`src/rtl/pipeline_hazard_controller_pkg.sv`:
```
// Shared types and constants for the pipeline hazard controller.
package pipeline_hazard_controller_pkg;

    typedef enum logic [1:0] {
        ST_RUN      = 2'd0,
        ST_MEM_WAIT = 2'd1,
        ST_HALTED   = 2'd2
    } state_e;

    // Bit positions of the stage-control vector.
    localparam int unsigned CTL_W             = 8;
    localparam int unsigned CTL_PC_WE         = 0;
    localparam int unsigned CTL_PC_SEL        = 1;
    localparam int unsigned CTL_IF_ID_WE      = 2;
    localparam int unsigned CTL_IF_ID_FLUSH   = 3;
    localparam int unsigned CTL_ID_EX_WE      = 4;
    localparam int unsigned CTL_ID_EX_FLUSH   = 5;
    localparam int unsigned CTL_EX_MEM_WE     = 6;
    localparam int unsigned CTL_MEM_WB_BUBBLE = 7;

    typedef logic [CTL_W-1:0] ctl_t;

    // Build a control vector from named stage controls.
    function automatic ctl_t ctl_bits(
        input logic pc_we,
        input logic pc_sel,
        input logic if_id_we,
        input logic if_id_flush,
        input logic id_ex_we,
        input logic id_ex_flush,
        input logic ex_mem_we,
        input logic mem_wb_bubble
    );
        ctl_t c;
        c                    = '0;
        c[CTL_PC_WE]         = pc_we;
        c[CTL_PC_SEL]        = pc_sel;
        c[CTL_IF_ID_WE]      = if_id_we;
        c[CTL_IF_ID_FLUSH]   = if_id_flush;
        c[CTL_ID_EX_WE]      = id_ex_we;
        c[CTL_ID_EX_FLUSH]   = id_ex_flush;
        c[CTL_EX_MEM_WE]     = ex_mem_we;
        c[CTL_MEM_WB_BUBBLE] = mem_wb_bubble;
        return c;
    endfunction

    localparam ctl_t CTL_RUN    = ctl_bits(1'b1, 1'b0, 1'b1, 1'b0, 1'b1, 1'b0, 1'b1, 1'b0);
    localparam ctl_t CTL_HOLD   = ctl_bits(1'b0, 1'b0, 1'b0, 1'b0, 1'b0, 1'b0, 1'b0, 1'b0);
    localparam ctl_t CTL_FREEZE = ctl_bits(1'b0, 1'b0, 1'b0, 1'b0, 1'b0, 1'b0, 1'b0, 1'b1);
    localparam ctl_t CTL_BRANCH = ctl_bits(1'b1, 1'b1, 1'b1, 1'b1, 1'b1, 1'b1, 1'b1, 1'b0);
    localparam ctl_t CTL_LOAD   = ctl_bits(1'b0, 1'b0, 1'b0, 1'b0, 1'b1, 1'b1, 1'b1, 1'b0);
    localparam ctl_t CTL_RESET  = ctl_bits(1'b0, 1'b0, 1'b0, 1'b1, 1'b0, 1'b1, 1'b0, 1'b1);

endpackage

```
`src/rtl/pipeline_hazard_controller_if.sv`:
```
// Hazard requests in, per-stage pipeline controls out.
interface pipeline_hazard_controller_if;

    logic load_use_stall;
    logic branch_taken_ex;
    logic dmem_req;
    logic dmem_ready;
    logic halt_req;

    logic pc_write_en;
    logic pc_sel_branch;
    logic if_id_write_en;
    logic if_id_flush;
    logic id_ex_write_en;
    logic id_ex_flush;
    logic ex_mem_write_en;
    logic mem_wb_bubble;

    // Controller side: consumes requests, drives stage controls.
    modport master (
        input  load_use_stall, branch_taken_ex, dmem_req, dmem_ready, halt_req,
        output pc_write_en, pc_sel_branch, if_id_write_en, if_id_flush,
               id_ex_write_en, id_ex_flush, ex_mem_write_en, mem_wb_bubble
    );

    // Pipeline side: raises requests, obeys stage controls.
    modport slave (
        output load_use_stall, branch_taken_ex, dmem_req, dmem_ready, halt_req,
        input  pc_write_en, pc_sel_branch, if_id_write_en, if_id_flush,
               id_ex_write_en, id_ex_flush, ex_mem_write_en, mem_wb_bubble
    );

endinterface

```
`src/rtl/pipeline_hazard_controller_sat_counter.sv`:
```
// Saturating up-counter; holds at all-ones instead of wrapping.
module sat_counter #(
    parameter int unsigned W = 32
) (
    input  logic         clk,
    input  logic         rst,
    input  logic         inc,
    output logic [W-1:0] count
);

    // Count increments, sticking at the maximum value.
    always_ff @(posedge clk) begin
        if (rst) begin
            count <= '0;
        end else if (inc && (count != '1)) begin
            count <= count + W'(1);
        end
    end

endmodule

```
`src/rtl/pipeline_hazard_controller.sv`:
```
// Pipeline control sequencer: stalls, flushes, memory wait, halt and watchdog.
module pipeline_hazard_controller
    import pipeline_hazard_controller_pkg::*;
#(
    parameter int unsigned MEM_TIMEOUT = 255,
    parameter int unsigned CNT_W       = 32
) (
    input  logic                          clk,
    input  logic                          rst,
    pipeline_hazard_controller_if.master  bus,
    output logic                          halted,
    output logic                          mem_fault,
    output logic [CNT_W-1:0]              stall_cycles,
    output logic [CNT_W-1:0]              flush_count
);

    localparam int unsigned WAIT_W = $clog2(MEM_TIMEOUT + 1);

    state_e            state, state_nxt;
    logic [WAIT_W-1:0] wait_cnt, wait_nxt;
    logic              fault_set;
    logic              stall_inc;
    logic              flush_inc;
    logic              run_rules;
    ctl_t              ctl_c;

    // State, wait counter and sticky fault registers.
    always_ff @(posedge clk) begin
        if (rst) begin
            state     <= ST_RUN;
            wait_cnt  <= '0;
            mem_fault <= 1'b0;
        end else begin
            state    <= state_nxt;
            wait_cnt <= wait_nxt;
            if (fault_set) begin
                mem_fault <= 1'b1;
            end
        end
    end

    // Next state and Mealy stage controls; halt beats memory wait beats branch beats load-use.
    always_comb begin
        state_nxt = state;
        wait_nxt  = wait_cnt;
        fault_set = 1'b0;
        stall_inc = 1'b0;
        flush_inc = 1'b0;
        run_rules = 1'b0;
        ctl_c     = CTL_RUN;

        unique case (state)
            ST_RUN: begin
                if (bus.halt_req) begin
                    ctl_c     = CTL_HOLD;
                    state_nxt = ST_HALTED;
                end else if (bus.dmem_req && !bus.dmem_ready) begin
                    ctl_c     = CTL_FREEZE;
                    state_nxt = ST_MEM_WAIT;
                    wait_nxt  = WAIT_W'(1);
                    stall_inc = 1'b1;
                end else begin
                    run_rules = 1'b1;
                end
            end
            ST_MEM_WAIT: begin
                if (!bus.dmem_ready) begin
                    ctl_c     = CTL_FREEZE;
                    stall_inc = 1'b1;
                    if (wait_cnt == WAIT_W'(MEM_TIMEOUT)) begin
                        fault_set = 1'b1;
                        state_nxt = ST_HALTED;
                        wait_nxt  = '0;
                    end else begin
                        wait_nxt = wait_cnt + WAIT_W'(1);
                    end
                end else begin
                    // Access completes: behave as RUN this cycle, halt_req deferred.
                    wait_nxt  = '0;
                    state_nxt = ST_RUN;
                    run_rules = 1'b1;
                end
            end
            ST_HALTED: begin
                ctl_c = CTL_HOLD;
            end
            default: begin
                ctl_c     = CTL_HOLD;
                state_nxt = ST_RUN;
            end
        endcase

        // A taken branch squashes ID, so a coincident load-use request is moot.
        if (run_rules) begin
            if (bus.branch_taken_ex) begin
                ctl_c     = CTL_BRANCH;
                flush_inc = 1'b1;
            end else if (bus.load_use_stall) begin
                ctl_c     = CTL_LOAD;
                stall_inc = 1'b1;
            end
        end

        if (rst) begin
            ctl_c = CTL_RESET;
        end
    end

    assign halted = (state == ST_HALTED);

    assign bus.pc_write_en     = ctl_c[CTL_PC_WE];
    assign bus.pc_sel_branch   = ctl_c[CTL_PC_SEL];
    assign bus.if_id_write_en  = ctl_c[CTL_IF_ID_WE];
    assign bus.if_id_flush     = ctl_c[CTL_IF_ID_FLUSH];
    assign bus.id_ex_write_en  = ctl_c[CTL_ID_EX_WE];
    assign bus.id_ex_flush     = ctl_c[CTL_ID_EX_FLUSH];
    assign bus.ex_mem_write_en = ctl_c[CTL_EX_MEM_WE];
    assign bus.mem_wb_bubble   = ctl_c[CTL_MEM_WB_BUBBLE];

    sat_counter #(.W(CNT_W)) u_stall_cnt (
        .clk   (clk),
        .rst   (rst),
        .inc   (stall_inc),
        .count (stall_cycles)
    );

    sat_counter #(.W(CNT_W)) u_flush_cnt (
        .clk   (clk),
        .rst   (rst),
        .inc   (flush_inc),
        .count (flush_count)
    );

endmodule

```
`src/flat_wrapper.sv`:
```
// flat-port wrapper written by rule: the top's interface ports become plain ports
module pipeline_hazard_controller_flat import pipeline_hazard_controller_pkg::*;
#(
    parameter int unsigned MEM_TIMEOUT = 255,
    parameter int unsigned CNT_W       = 32
)
  (clk, rst, halted, mem_fault, stall_cycles, flush_count, bus_load_use_stall, bus_branch_taken_ex, bus_dmem_req, bus_dmem_ready, bus_halt_req, bus_pc_write_en, bus_pc_sel_branch, bus_if_id_write_en, bus_if_id_flush, bus_id_ex_write_en, bus_id_ex_flush, bus_ex_mem_write_en, bus_mem_wb_bubble);
  pipeline_hazard_controller_if bus_i ();
  input  logic clk;
  input  logic rst;
  output logic halted;
  output logic mem_fault;
  output logic [CNT_W-1:0] stall_cycles;
  output logic [CNT_W-1:0] flush_count;
  input wire logic [$bits(bus_i.load_use_stall)-1:0] bus_load_use_stall;
  input wire logic [$bits(bus_i.branch_taken_ex)-1:0] bus_branch_taken_ex;
  input wire logic [$bits(bus_i.dmem_req)-1:0] bus_dmem_req;
  input wire logic [$bits(bus_i.dmem_ready)-1:0] bus_dmem_ready;
  input wire logic [$bits(bus_i.halt_req)-1:0] bus_halt_req;
  output wire logic [$bits(bus_i.pc_write_en)-1:0] bus_pc_write_en;
  output wire logic [$bits(bus_i.pc_sel_branch)-1:0] bus_pc_sel_branch;
  output wire logic [$bits(bus_i.if_id_write_en)-1:0] bus_if_id_write_en;
  output wire logic [$bits(bus_i.if_id_flush)-1:0] bus_if_id_flush;
  output wire logic [$bits(bus_i.id_ex_write_en)-1:0] bus_id_ex_write_en;
  output wire logic [$bits(bus_i.id_ex_flush)-1:0] bus_id_ex_flush;
  output wire logic [$bits(bus_i.ex_mem_write_en)-1:0] bus_ex_mem_write_en;
  output wire logic [$bits(bus_i.mem_wb_bubble)-1:0] bus_mem_wb_bubble;
  assign bus_i.load_use_stall = bus_load_use_stall;
  assign bus_i.branch_taken_ex = bus_branch_taken_ex;
  assign bus_i.dmem_req = bus_dmem_req;
  assign bus_i.dmem_ready = bus_dmem_ready;
  assign bus_i.halt_req = bus_halt_req;
  assign bus_pc_write_en = bus_i.pc_write_en;
  assign bus_pc_sel_branch = bus_i.pc_sel_branch;
  assign bus_if_id_write_en = bus_i.if_id_write_en;
  assign bus_if_id_flush = bus_i.if_id_flush;
  assign bus_id_ex_write_en = bus_i.id_ex_write_en;
  assign bus_id_ex_flush = bus_i.id_ex_flush;
  assign bus_ex_mem_write_en = bus_i.ex_mem_write_en;
  assign bus_mem_wb_bubble = bus_i.mem_wb_bubble;
  pipeline_hazard_controller #(.MEM_TIMEOUT(MEM_TIMEOUT), .CNT_W(CNT_W)) u_core (.clk(clk), .rst(rst), .bus(bus_i), .halted(halted), .mem_fault(mem_fault), .stall_cycles(stall_cycles), .flush_count(flush_count));
endmodule
```
`config.mk`:
```
export PLATFORM = sky130hd
export DESIGN_NAME = pipeline_hazard_controller_flat
export DESIGN_NICKNAME = d
export VERILOG_FILES = /design/src/rtl/pipeline_hazard_controller_pkg.sv /design/src/rtl/pipeline_hazard_controller_if.sv /design/src/rtl/pipeline_hazard_controller_sat_counter.sv /design/src/rtl/pipeline_hazard_controller.sv /design/src/flat_wrapper.sv
export SDC_FILE = /design/constraint.sdc
export NUM_CORES = 1
export LEC_CHECK = 0
export ABC_AREA = 1
export CAP_MARGIN = 15
export CORE_MARGIN = 8
export CORE_UTILIZATION = 35
export DETAILED_ROUTE_END_ITERATION = 12
export HOLD_SLACK_MARGIN = 0.08
export PLACE_DENSITY_LB_ADDON = 0.08
export REMOVE_ABC_BUFFERS = 1
export SYNTH_ARGS = -nofsm -noshare
export SYNTH_HDL_FRONTEND = slang
export SYNTH_HIERARCHICAL = 1
export SYNTH_SLANG_ARGS = --single-unit
```
`constraint.sdc`:
```
create_clock -name clk -period 2.2 [get_ports clk]
set_input_delay 0.33 -clock clk [delete_from_list [all_inputs] [get_ports clk]]
set_output_delay 0.33 -clock clk [all_outputs]
set_load 0.02 [all_outputs]
```
-- Yosys cells after proc, flatten, opt, wreduce, memory -nomap -nowiden
Index checks and enable logic that the tools add are counted.
Widths: inputs -> output; s select.
- word-level logic and storage cells: 60
- output and inout port bits: 74
- register bits after elaboration: 75
- input bits: 7
- eq/ne operators: 9
- add/subtract/negate cells: 3
- reduce and logical (&&, ||, !) cells: 8
- bitwise gates (word level): 1
- muxes and demuxes: 34
- operators with widths (kind ; count):
    $mux 8 ; 11
    $add 32x1->32 const B ; 2
    $ne 32x32->1 const B ; 2
    $pmux 8 s2 ; 2
    $mux 1 ; 14
    $add 8x1->8 const B ; 1
    $eq 8x8->1 const B ; 1
    $mux 2 ; 4
    $ne 3x2->1 const B ; 2
    $pmux 2 s3 ; 1
    $reduce_and 3->1 ; 2
    $pmux 1 s2 ; 2
    $logic_and 1x1->1 ; 3
    $eq 2x1->1 const B ; 1
    $eq 2x2->1 const B ; 1
    $logic_not 2->1 ; 1
    $ne 2x1->1 const B ; 1
    $ne 2x2->1 const B ; 1
    $reduce_bool 2->1 ; 1
    $logic_not 1->1 ; 1
    $not 1->1 ; 1

-- Logic depth before layout (Yosys ltp)
- word-level depth: 9
- depth in mapped cells: 16
- depth with buffers taken out: 16

-- Cells and area by module
Netlist, hierarchy kept.
- modules (own cells, without submodules) (module ; cells an instance ; area an instance (µm²) ; sequential area each (µm²) ; times used):
    sat_counter ; 324 ; 2062.0 ; 640.6 ; 2
    pipeline_hazard_controller ; 105 ; 693.2 ; 220.2 ; 1

-- Worst setup path after synthesis
No wires, ideal clock.
- path kind: register to register
- start: register u_core.state[0]
- end: register u_core.u_flush_cnt.count[25]
- clock period less this slack: 1862 ps
- slack: 338 ps
- required time: 2085 ps
- setup time: 115 ps
- arrival: 1746 ps
- stages on the path, launching flop included: 14
- path buffers: 0
- cells stage by stage: dfxtp_1 > nand2_2 > o21ai_2 > inv_1 > nor2_1 > inv_2 > nor2_1 > nand2_1 > inv_2 > nand2_1 > nor2_1 > nand3_1 > nand2_1 > nor2_1
- cells in the longest elaborated chain, start to end: 4
- elaborated cells on any way between the ends: 5
- classes of those cells: eq/ne (1); mux (2); reduce/logical (2)
- ends and longest elaborated chain (element ; line ; text):
    start, declared ; pipeline_hazard_controller.sv:19 ; state_e state, state_nxt;
    start signal, assigned ; pipeline_hazard_controller.sv:34 ; state <= state_nxt;
    $eq 2x1->1 / $logic_not 2->1 (equally long branches) ; pipeline_hazard_controller.sv:52 ; unique case (state)
    $pmux 1 s2 (*) ; pipeline_hazard_controller.sv:52 ;
    $mux 1 (*) ; pipeline_hazard_controller.sv:94 ; if (run_rules) begin
    named net u_core.flush_inc ; pipeline_hazard_controller.sv:23 ; logic flush_inc;
    $logic_and 1x1->1 (*) ; pipeline_hazard_controller_sat_counter.sv:15 ; end else if (inc && (count != '1)) begin
    end signal, assigned ; pipeline_hazard_controller_sat_counter.sv:16 ; count <= count + W'(1);
    end, declared ; pipeline_hazard_controller_sat_counter.sv:8 ; output logic [W-1:0] count
The timed path passes the listed nets; every way through them passes the cells marked *.
A chain may end at the register's enable or synchronous reset.

-- Worst setup path after layout
- start: input port bus_dmem_ready
- end: output port bus_if_id_write_en
- cells in the longest elaborated chain, start to end: 9
- elaborated cells on any way between the ends: 14
- classes of those cells: mux (12); reduce/logical (2)
- ends and longest elaborated chain (element ; line ; text):
    start, declared ; flat_wrapper.sv:18 ; input wire logic [$bits(bus_i.dmem_ready)-1:0] bus_dmem_ready;
    $logic_not 1->1 ; pipeline_hazard_controller.sv:57 ; end else if (bus.dmem_req && !bus.dmem_ready) begin
    $logic_and 1x1->1 ; pipeline_hazard_controller.sv:57 ;
    $mux 8 ; pipeline_hazard_controller.sv:57 ;
    $mux 8 ; pipeline_hazard_controller.sv:54 ; if (bus.halt_req) begin
    $pmux 8 s2 ; pipeline_hazard_controller.sv:52 ;
    $mux 8 ; pipeline_hazard_controller.sv:98 ; end else if (bus.load_use_stall) begin
    $mux 8 ; pipeline_hazard_controller.sv:95 ; if (bus.branch_taken_ex) begin
    $mux 8 (*) ; pipeline_hazard_controller.sv:94 ;
    $mux 8 (*) ; pipeline_hazard_controller.sv:104 ; if (rst) begin
    end, declared ; flat_wrapper.sv:22 ; output wire logic [$bits(bus_i.if_id_write_en)-1:0] bus_if_id_write_en;
Mark *: on every way between the ends. The rest lies on a longest branch, timed or not.

==> run_results.csv <==
group,metric,value,unit
worst_setup_path,path_cells,"clkdlybuf4s50_1 -> nor2_2 -> nor2_1 -> nand2_1 -> o21ai_2 -> nand2_1 -> a21oi_1 -> dlygate4sd2_1",
drt,vias,4995,
timing,setup_viol,0,
worst_setup_path,critPathKind,"input port to output pin",
job,drv_cap,0,
yosys,async_flop_share,0,%
worst_hold_path,hp-start,"u_core/mem_fault",
drt,wirelength,13390,microns
clock_network,clk-insertion-delay-late,340,ps
worst_setup_path,rrSetupSlack,230,ps
grt,grt_max_degree,42,
worst_hold_path,holdPathStages,2,
worst_hold_path,hp-class,"register to register",
worst_setup_path,cpMaxStageDelayCell,"clkdlybuf4s50_1",
clock_network,cts_buffers,9,
cells_and_area,final_nets,865,
yosys,yosys_warnings,6,
power_and_ir_drop,peakVddDrop,0.4215,mV
timing,rsz0062_at_grt,"false",
yosys,yosys.cell_count.top_type,"nand2_1",
clock_network,cts_max_level,3,
die,die_x,133.3,microns
yosys,synth-edff-count,0,
yosys,avgSynthCellArea,6.397,sq um
clock_network,tritoncts,"built",
worst_setup_path,max_stage_delay,520,ps
drt,drt_iter0_drc,222,
worst_setup_path,cp_top_family,"buffers and inverters",
power_and_ir_drop,power_density,492.8,nW/um^2
yosys,ys.flop_type,"dfxtp_1",
yosys,ys_seq_elements,75,
drt,drc,0,
cells_and_area,fin_util,45.41,%
cells_and_area,fillers,1444,
yosys,post_synth_inst_count,753,
drt,postRouteAntennaNets,0,
timing,worstMarginPinSlew,535.5,ps
yosys,synthTopCellsByArea,"dfxtp_1 (31%), nand2_1 (15%), nor2_1 (12%), inv_1 (5.8%), nand3_1 (5.3%)",
grt,grt_most_used_layer,"met2",
grt,globalRouteOverflowTotal,0,
grt,met1_usage,16.88,%
cells_and_area,fin_cells,1039,
die,core-area,13670,sq um
clock_network,clock_path_buffers,2,
worst_setup_path,worstSetupStartpointType,"input port",
die,die_h,133.3,microns
drt,dr.pass1.iters,4,
cells_and_area,final_area,6206,sq um
clock_network,cts.root.buffer_cell,"clkbuf_16",
run_status,outcome,"complete, no violations",
worst_setup_path,crit_fanout,4,
cells_and_area,drive_above_1_share,15.13,%
timing,setup_ws,104.9,ps
grt,gr-usage-met3,5.158,%
cells_and_area,areaGrowthSynthToFinish,28.83,%
drt,vias_per_cell,4.808,
timing,relSlewSlack,64.24,%
yosys,synth.cell_area,4817,sq um
timing,skew,6.349,ps
worst_setup_path,crit_buf_inv,2,
power_and_ir_drop,finalPower,3.058,mW
grt,grt_pass1_wl,22870,microns
timing,post-route-period-util,95.23,%
worst_hold_path,min_to,"u_core/mem_fault",
yosys,ys_types,32,
yosys,synth_top_area_share,31.17,%
worst_setup_path,cp_common_cell,"nand2_1",
die,start_util,35.25,%
worst_setup_path,reg2reg_from,"u_core/u_stall_cnt/count[0]",
placement,portBuffers,80,
die,fp-row-count,43,
placement,place_congestion,0.8057,
yosys,synth.yosys.seq_area_share,31.17,%
timing,maxSlewViolCount,0,
clock_network,path_clk_slew,50,ps
die,dieArea,17770,sq um
grt,antenna_found_initial,0,
worst_setup_path,end_kind,"output pin",
timing,hold_viol,0,
power_and_ir_drop,p_leak,2.649,nW
grt,grt_pass1_vias,4803,
timing,timing.fmax,477.3,MHz
clock_network,cts.sinks,75,
clock_network,ctsHoldBuffers,0,
placement,dp_worst_setup_slack,-199.7,ps
grt,grtUsageMet2,27.42,%
worst_setup_path,required,1870,ps
timing,period_needed,2095,ps
drt,wire_per_inst,12.88,microns
die,io_pins,81,
yosys,synth_top_cells_by_count,"nand2_1 (196), nor2_1 (154), dfxtp_1 (75), inv_1 (75), nand3_1 (51)",
cells_and_area,diodes,0,
placement,place_inst,1024,
worst_setup_path,crit_arrival,1770,ps
worst_setup_path,r2r-end,"u_core/u_stall_cnt/count[11]",
yosys,synth_top_area_cell,"dfxtp_1",
placement,hpwl,10230,microns
placement,placed_area,5902,sq um
grt,grt.total_usage,15.49,%
worst_setup_path,rr_worst_depth,9,
-- through the flow --
stage / hold WS (ps) / TNS [ps]
2_1_floorplan: 399.1 / -0.2256
3_3_place_gp: 451.8 / -3413
3_5_place_dp: 460.9 / -4489
4_1_cts: 469.1 / 0
5_1_grt: 493.6 / 0
6_report: 460.7 / 0
-- flip-flops by register name, summed over array words and instances, names as in the netlist --
signal / count
u_core/u_stall_cnt/count: 32
u_core/mem_fault: 1
u_core/u_flush_cnt/count: 32
u_core/wait_cnt: 8
u_core/state: 2
-- worst reg2reg max path: stages (launching register included) --
cell and delay [ps]:
dfxtp_1 400, ha_1 240, inv_1 90, nor2_4 170, nand2_4 100, nor2_8 160, nand2_4 280, nand2_1 260
nand2_1 70, a21oi_1 130
-- area by class of cell --
type                       count  area, sq um  area share, %
clock inverter                 1        5.005        0.08065
sequential                    75         1503          24.21
inverter                      83        311.5          5.020
clock buffer                  14        294.0          4.738
timing repair buffer         110         1016          16.37
multi-input combinational    576         2851          45.95
tap                          180        225.2          3.629
-- logic make-up (layout without fill, tap and decap cells) --
family,count (synthesis),after routing,synth area share [%]
XOR/XNOR,1,1,0.1819
buffers and inverters,102,208,9.922
AO/OA/AOI/OAI,63,63,7.299
AND/OR/NAND/NOR,509,509,50.65
adder cells (fa/ha/maj),3,3,0.7793
flip-flops,75,75,31.17
-- timing repair --
action	4_1_cts	5_1_grt
gates resized for setup	8	5
endpoints found under the setup margin	8	4
buffers inserted	0	0
pin swaps	0	0
-- layer usage --
| metal | vias up | wire [microns] |
|---|---|---|
| met5 | - | 0 |
| met1 | 2279 | 5842 |
| met2 | 85 | 6594 |
| li1 | 2611 | - |
| met3 | 20 | 696 |
| met4 | 0 | 252 |
-- where the power goes --
part           total [mW]  internal [mW]  leakage (nW)  switching (mW)
logic               0.212         0.0838          1.89           0.128
clock network        1.47          0.910         0.151           0.559
registers            1.38           1.37         0.605         0.00944
-- worst max-delay path by stage --
stage                    startpoint                      endpoint  depth (start not counted)
global route           bus_dmem_req  u_core/u_stall_cnt/count[25]                         17
finish               bus_dmem_ready            bus_if_id_write_en                          8
CTS                  bus_dmem_ready            bus_if_id_write_en                          8
detailed placement   bus_dmem_ready            bus_if_id_write_en                          8
global placement     bus_dmem_ready               bus_pc_write_en                          8
floorplan           u_core/state[0]  u_core/u_flush_cnt/count[25]                         13
-- cell usage in the layout (no fill, tap or decap), drive strengths merged --
cell / synthesis / layout
a31oi: 11 / 11
and2: 2 / 2
nor3: 10 / 10
nand4: 30 / 30
dfxtp: 75 / 75
xor2: 1 / 1
clkdlybuf4s50: 0 / 72
nand3b: 3 / 3
clkbuf: 0 / 14
nor2: 179 / 179
nand2: 219 / 219
inv: 81 / 81
a21oi: 44 / 44
nand3: 66 / 66
ha: 3 / 3
o21ai: 8 / 8
buf: 19 / 30
dlygate4sd2: 0 / 8
clkinv: 2 / 3
Note: power is estimated with default switching activity, not from simulation.
